`src/rtl/mem_arbiter.sv`:
```
// Two-port (I-cache / D-cache) line arbiter in front of a single-ported memory.
// Optional MEM_ARB_RR_EN selects round-robin instead of fixed D-over-I priority.
module mem_arbiter (
   input  logic        clk,
   input  logic        rst,
   input  logic        ic_req,
   input  logic [13:0] ic_addr,
   input  logic        dc_req,
   input  logic        dc_we,
   input  logic [13:0] dc_addr,
   input  logic [63:0] dc_wdata,
   output logic        ic_done,
   output logic        dc_done,
   output logic [63:0] rdata,
   output logic        busy,
   output logic        mem_re,
   output logic        mem_we,
   output logic [13:0] mem_addr,
   output logic [63:0] mem_wdata,
   input  logic [63:0] mem_rd_data,
   input  logic        mem_rdy
);

   typedef enum logic [1:0] {IDLE, ISSUE, WAIT, DONE} state_t;

   state_t state;
   logic   grant_dc;
   logic   op_we;
   logic   pick_dc;

`ifdef MEM_ARB_RR_EN
   // last_dc remembers which port completed most recently; a tie goes to the other one
   logic last_dc;

   always_comb pick_dc = dc_req && !(ic_req && last_dc);

   always_ff @(posedge clk) begin
      if (rst) begin
         last_dc <= 1'b1;
      end else if (state == DONE) begin
         last_dc <= grant_dc;
      end
   end
`else
   always_comb pick_dc = dc_req;
`endif

   always_ff @(posedge clk) begin
      if (rst) begin
         state     <= IDLE;
         grant_dc  <= 1'b0;
         op_we     <= 1'b0;
         ic_done   <= 1'b0;
         dc_done   <= 1'b0;
         busy      <= 1'b0;
         mem_re    <= 1'b0;
         mem_we    <= 1'b0;
         rdata     <= 64'd0;
         mem_addr  <= 14'd0;
         mem_wdata <= 64'd0;
      end else begin
         case (state)
            IDLE: begin
               if (ic_req || dc_req) begin
                  grant_dc <= pick_dc;
                  op_we    <= pick_dc && dc_we;
                  mem_re   <= !(pick_dc && dc_we);
                  mem_we   <= pick_dc && dc_we;
                  mem_addr <= pick_dc ? dc_addr : ic_addr;
                  if (pick_dc) begin
                     mem_wdata <= dc_wdata;
                  end
                  busy  <= 1'b1;
                  state <= ISSUE;
               end
            end
            ISSUE: begin
               // strobes last one cycle; mem_rdy is not looked at here
               mem_re <= 1'b0;
               mem_we <= 1'b0;
               state  <= WAIT;
            end
            WAIT: begin
               if (mem_rdy) begin
                  if (!op_we) begin
                     rdata <= mem_rd_data;
                  end
                  ic_done <= !grant_dc;
                  dc_done <= grant_dc;
                  state   <= DONE;
               end
            end
            DONE: begin
               ic_done <= 1'b0;
               dc_done <= 1'b0;
               busy    <= 1'b0;
               state   <= IDLE;
            end
            default: begin
               state <= IDLE;
            end
         endcase
      end
   end

endmodule

```
`config.mk`:
```
export PLATFORM = sky130hd
export DESIGN_NAME = mem_arbiter
export DESIGN_NICKNAME = d
export VERILOG_FILES = /design/src/rtl/mem_arbiter.sv
export SDC_FILE = /design/constraint.sdc
export NUM_CORES = 1
export LEC_CHECK = 0
export BUFFER_PORTS_ARGS = -buffer_cell sky130_fd_sc_hd__buf_2
export CORE_AREA = 2 2 119 121
export DETAILED_ROUTE_END_ITERATION = 16
export DIE_AREA = 0 0 121 123
export PLACE_DENSITY = 0.81
export SETUP_SLACK_MARGIN = 0.05
export SLEW_MARGIN = 10
export SYNTH_ARGS = -nofsm -noshare
export SYNTH_HDL_FRONTEND = slang
export SYNTH_SLANG_ARGS = --single-unit
```
`constraint.sdc`:
```
create_clock -name clk -period 1.8 [get_ports clk]
set_input_delay 0.36 -clock clk [delete_from_list [all_inputs] [get_ports clk]]
set_output_delay 0.36 -clock clk [all_outputs]
set_load 0.05 [all_outputs]
```
==> impl_results.md, run 1 <==
* Maxcap violations at 0
* Initial Util at 0.405
* DP HPWL at 10.5 mm
* Worst Setup End Kind: flip-flop
* Final GP Congestion at 0.793
* P_leak at between 0.003 and 0.004 µW
* Final net count at 1131
* Die X at 121 µm
* P per Cell Area at 1580 nW/µm²
* Unrepaired setup endpoints after global routing: no
* Die H at between 100 and 150 µm
* IO Pins at 309
* Clock Pin Slew Worst Setup and Hold Paths at around 0.060 ns
* Final Setup Violations at 0
* Met2 usage at 0.313
* Initial DRC count at approximately 250
* Antenna Violating Nets Remaining at 0
* Met1 usage at 0.222
* Fill cell count at about 1300
* Ant. Diodes at 0
* Vias in the first global route at 4967
* Post-Syn Area at 5520 µm²
* Final hold vios at 0
* CTS Root Buffer Type: clkbuf_16
* Clock tree sinks at about 150
* DRC viols at 0
* Remaining Overflow, GRT at 0
* Crit path time final at 1.63 ns
* DR WL/cell at 12.8 µm
* Synth Instances at ~670
* Area Overhead vs Synth at 41.0%
* Synth Register Bits at 151
* Ys Warns at 0
* TritonCTS clock tree: yes
* Total CTS buffers at 17
* Fraction of layout cells with a size suffix above 1 at 0.359
* Largest cells by area after synthesis: dfxtp_1 55%, nand2_1 18%, a21oi_1 12%
* Max clock buf depth at 2
* Worst-Margin Slew at 0.337 ns
* Row cnt at 43
* Largest net degree at the start of global routing at 79
* Worst path arrival time at 1.97 ns
* Rel. slew slack at 0.773
* Fmax at 0.612 GHz
* CTS H-Tree Depth at 4
* HP Class: primary input to flip-flop
* Final period util at 0.907
* Post-CTS Setup Bufs at 0
* Hold-fix buffers, CTS at 0
* Syn nets at 842
* Max VDD drop at 0.000689 V
* Synth unique cells at 28
* Crit-path max FO at 64
* Status: complete, no violations
* Post-CTS resize count at 0
* Sequential area share after synthesis at 0.548
* WS Path Type: flip-flop to flip-flop
* Setup crit start kind: flip-flop
* Max-slew violation count at 0
* GR peak layer: met2
* CP required at 2.13 ns
* Later-pin clock latency in the skew report at 0.40 ns
* Top cell type's share of synthesized area at 0.548
* Port-buffer cells at between 300 and 400
* M3 GR Usage at 0.0586
* Post-route clock skew at between 0.005 and 0.006 ns
* Drt total wl at 14.8 mm
* DR vias at 5423
* All-layer global routing usage at 0.189
* Synth area leader: dfxtp_1
* Syn avg cell area at 8.18 µm²
* Hold_ws at ~0.18 ns
* First-pass GRT wire length at 22.6 mm
* Post-Route Setup TNS at 0 ns
* Core ar. at 13600 µm²
* DIE AREA at 14900 µm²
* Vias per cell at 4.70
* Initial antenna violation count at 0
* Pre-Repair DR Iteration Count at 4
cell usage after synthesis:
| library cell | n |
|---|---|
| nand2_2 | 1 |
| o21ai_0 | 1 |
| buf_8 | 1 |
| nand2_1 | 261 |
| nand4b_1 | 1 |
| a21oi_1 | 135 |
| a22oi_1 | 1 |
| nor2b_1 | 2 |
| o21a_1 | 3 |
| mux2i_1 | 16 |
| and3b_1 | 1 |
| a211oi_1 | 14 |
| nand3b_1 | 1 |
| buf_4 | 3 |
| nor3_1 | 2 |
| or3_1 | 1 |
| nor2_1 | 18 |
| nand3_1 | 3 |
| buf_6 | 7 |
| buf_2 | 17 |
| buf_1 | 4 |
| nand2b_1 | 3 |
| dfxtp_1 | 151 |
| or2_2 | 1 |
| clkbuf_1 | 17 |
| inv_1 | 2 |
| and2_1 | 1 |
| ha_1 | 6 |
sequential cells by signal, indices dropped and copies added, names as in the netlist:
register and count:
busy 1, dc_done 1, grant_dc 1, ic_done 1
mem_addr 14, mem_re 1, mem_wdata 64, mem_we 1
op_we 1, rdata 64, state 2
cell families after synthesis:
family | after synthesis | synth area share
buffers and inverters | 51 | 0.0522
multiplexers | 16 | 0.0290
AND/OR/NAND/NOR | 296 | 0.209
adder cells (fa/ha/maj) | 6 | 0.0136
AO/OA/AOI/OAI | 154 | 0.148
flip-flops | 151 | 0.548
power by group:
group / internal [µW] / leakage (µW) / switching (µW)
Sequential: 3950 / 0.00123 / 301
Clock: 2340 / 0.000289 / 1290
Combinational: 1110 / 0.00214 / 3320
Total: 7390 / 0.00366 / 4910
worst max-delay path, stage by stage (launching register included):
cell     delay (ns)
dfxtp_1        0.35
inv_1          0.12
ha_1           0.28
and3b_2        0.25
buf_12         0.26
nand2_1        0.11
a21oi_1        0.14
worst paths after layout:
| path | depth (start not counted) | from | endpoint | slack [ns] |
|---|---|---|---|---|
| worst max register to register | 6 | state[0] | rdata[62] | 0.17 |
| worst min-delay path | 3 | mem_rd_data[42] | rdata[42] | 0.18 |
| worst max-delay path | 6 | state[0] | rdata[62] | 0.17 |
| worst min register to register | 2 | mem_wdata[17] | mem_wdata[17] | 0.45 |
cell usage in the layout, fill, tap and decap left out:
master / count
a211oi_1: 14
a21oi_1: 135
a22oi_1: 1
and2_4: 1
and3b_2: 1
buf_12: 7
buf_2: 307
buf_4: 5
bufinv_16: 4
clkbuf_1: 3
clkbuf_16: 17
clkbuf_8: 1
clkinv_2: 1
clkinv_4: 2
clkinvlp_4: 1
dfxtp_1: 151
ha_1: 6
inv_1: 2
mux2i_1: 16
nand2_1: 261
nand2_2: 1
nand2b_1: 3
nand3_1: 3
nand3b_1: 1
nand4b_1: 1
nor2_1: 18
nor2b_1: 2
nor3_1: 2
o21a_1: 3
o21ai_0: 1
or2_2: 1
or3_1: 1
final cells by class:
class	instances	area, µm²	share of cell area
timing repair buffer	319	1710	0.220
sequential	151	3020	0.389
tap	180	225	0.0290
multi-input combinational	472	2210	0.284
clock inverter	8	150	0.0193
inverter	2	7.51	0.000965
clock buffer	21	450	0.0579
through the flow:
step	area [µm²]	cells	worst slack, ns	total power (µW)	utilization
after global placement	7180	1124	0.243	8680	0.527
after detailed placement	7180	1124	0.144	8760	0.527
after floorplan	5520	674	0.393	7650	-
after CTS	7780	1153	0.130	12400	0.571
final	7780	1153	0.167	12300	0.571
after global routing	7780	1153	0.0549	12900	0.571
metal layers:
layer | vias to the layer above | part of all wire
li1 | 2766 | -
met1 | 2404 | 0.41
met2 | 220 | 0.49
met3 | 33 | 0.080
met4 | 0 | 0.024
met5 | - | 0
(Power assumes the default switching activity.)
==> run 2, diff against run 1 <==
--- a/config.mk
+++ b/config.mk
@@ -6,4 +6,5 @@
 export NUM_CORES = 1
 export LEC_CHECK = 0
+export ABC_AREA = 0
 export BUFFER_PORTS_ARGS = -buffer_cell sky130_fd_sc_hd__buf_2
 export CORE_AREA = 2 2 119 121
==> constraint.sdc (replaced) <==
create_clock -name clk -period 1.8 [get_ports clk]
set_input_delay 0.18 -clock clk [delete_from_list [all_inputs] [get_ports clk]]
set_output_delay 0.18 -clock clk [all_outputs]
set_load 0.05 [all_outputs]
==> impl_results.md, run 2 (same netlist as run 1, synthesis figures left out) <==
* Max-slew violation count at 0
* Min-delay src: mem_rd_data[6]
* Most frequent cells in the layout: 307 x buf_2, 261 x nand2_1, 151 x dfxtp_1
* Antenna Violating Nets Remaining at 0
* Crit path time final at 1.63 ns
* Port-buffer cells at 308
* Pre-Repair DR Iteration Count at 4
* Max clock buf depth at 2
* Status: complete, no violations
* Ant. Diodes at 0
* Worst Setup End Kind: flip-flop
* HP Class: primary input to flip-flop
* Worst hold endpoint: rdata[6]
* Die H at between 100 and 150 µm
* Clock tree sinks at 151
* CP required at 2.14 ns
* Hold_ws at around 0.011 ns
* All-layer global routing usage at 0.209
* Vias per cell at slightly below 5
* P_leak at 0.00405 µW
* R2r setup slk at 0.17 ns
* WS Path Type: flip-flop to flip-flop
* First-pass GRT wire length at 25.3 mm
* Row cnt at 43
* Setup crit start kind: flip-flop
* CTS H-Tree Depth at 4
* Post-Route Setup TNS at 0 ns
* Crit-path max FO at 32
* Largest registers: mem_wdata x64, rdata x64, mem_addr x14
* DRC viols at 0
* Worst path arrival time at 1.97 ns
* Initial DRC count at 284
* Die X at 121 µm
* Most common cell after layout, fill and taps aside: buf_2
* DR vias at 5970
* Core ar. at 13600 µm²
* Max VDD drop at 0.000885 V
* Area Overhead vs Synth at 57.6%
* Final Setup Violations at 0
* Worst-Margin Slew at 0.392 ns
* Worst hold path depth at 3
* R2r worst-path depth at 7
* Clock Pin Slew Worst Setup and Hold Paths at approximately 0.060 ns
* Rel. slew slack at 0.739
* DIE AREA at 14900 µm²
* Reg-to-reg endpoint: rdata[16]
* Post-Place Cells at roughly 1100
* IO Pins at 309
* Final GP Congestion at 0.791
* CTS Root Buffer Type: clkbuf_16
* P per Cell Area at roughly 1400 nW/µm²
* Drt total wl at 17.2 mm
* Total CTS buffers at 17
* Maxcap violations at 0
* Final hold vios at 0
* TritonCTS clock tree: yes
* Later-pin clock latency in the skew report at 0.41 ns
* Unrepaired setup endpoints after global routing: no
* Final period util at 0.904
* Initial Util at 0.405
* Largest net degree at the start of global routing at 65
* Post-route clock skew at 0.00980 ns
* Initial antenna violation count at 0
* Fraction of layout cells with a size suffix above 1 at 0.336
* DP HPWL at 10.5 mm
* Count of non-filler cells in the finished layout at 1241
* Remaining Overflow, GRT at 0
* DR WL/cell at about 14 µm
* Final core area utilization at 0.638
* FF-to-FF Start: state[0]
* Fmax at 0.614 GHz
* Vias in the first global route at 5581
* Final net count at 1218
-- run 2: timing repair --
| item | CTS | global route |
|---|---|---|
| hold buffers | 81 | 0 |
| resized for setup | 0 | 2 |
| buffers inserted | 0 | 1 |
| endpoints found under the setup margin | 0 | 3 |
| endpoints found under the hold margin | 81 | 0 |
-- run 2: routing by layer --
layer  up-vias  part of all wire  global-route usage  wire length (µm)
met5         -                 0                   0                 0
met4         0             0.025              0.0850               436
li1       2943                 -                   -                 -
met2       259              0.51               0.364              8750
met1      2730              0.38               0.235              6620
met3        38             0.083              0.0687              1430
-- run 2: layout make-up --
cell class,instances,area [µm²]
clock buffers,23,488
clock inverters,7,119
fillers,1095,4920
inverters,2,7.51
multi-input cells,472,2210
flip-flops and latches,151,3020
well taps,180,225
repair buffers,406,2620
-- run 2: report_power, final --
group / internal, µW / total (µW) / leakage, µW / switching (µW)
Sequential: 3950 / 4260 / 0.00123 / 303
Combinational: 1270 / 4680 / 0.00252 / 3410
Clock: 2310 / 3640 / 0.000291 / 1320
Total: 7530 / 12600 / 0.00405 / 5030
-- run 2: how the worst max path moves through the flow --
stage	endpoint	slack, ns	startpoint	cells past startpoint
after floorplan	rdata[0]	0.39	state[0]	7
after CTS	rdata[23]	0.17	state[0]	6
final	rdata[16]	0.17	state[0]	7
after global routing	rdata[16]	0.05	state[0]	7
after global placement	rdata[61]	0.31	state[0]	6
after detailed placement	mem_wdata[36]	0.22	state[0]	6
-- run 2: metrics by stage --
stage / power [µW] / worst slack [ns] / area, µm²
after detailed placement: 8760 / 0.222 / 7180
after floorplan: 7650 / 0.393 / 5520
final: 12600 / 0.172 / 8690
after global placement: 8690 / 0.310 / 7180
after global routing: 13100 / 0.0535 / 8690
after CTS: 12500 / 0.166 / 8600
-- run 2: worst max-delay path: stages, from the launching register on --
cell	delay (ns)
dfxtp_1	0.41
inv_1	0.11
ha_1	0.27
nand3b_1	0.16
buf_12	0.13
buf_8	0.22
nand2_1	0.08
a21oi_1	0.16
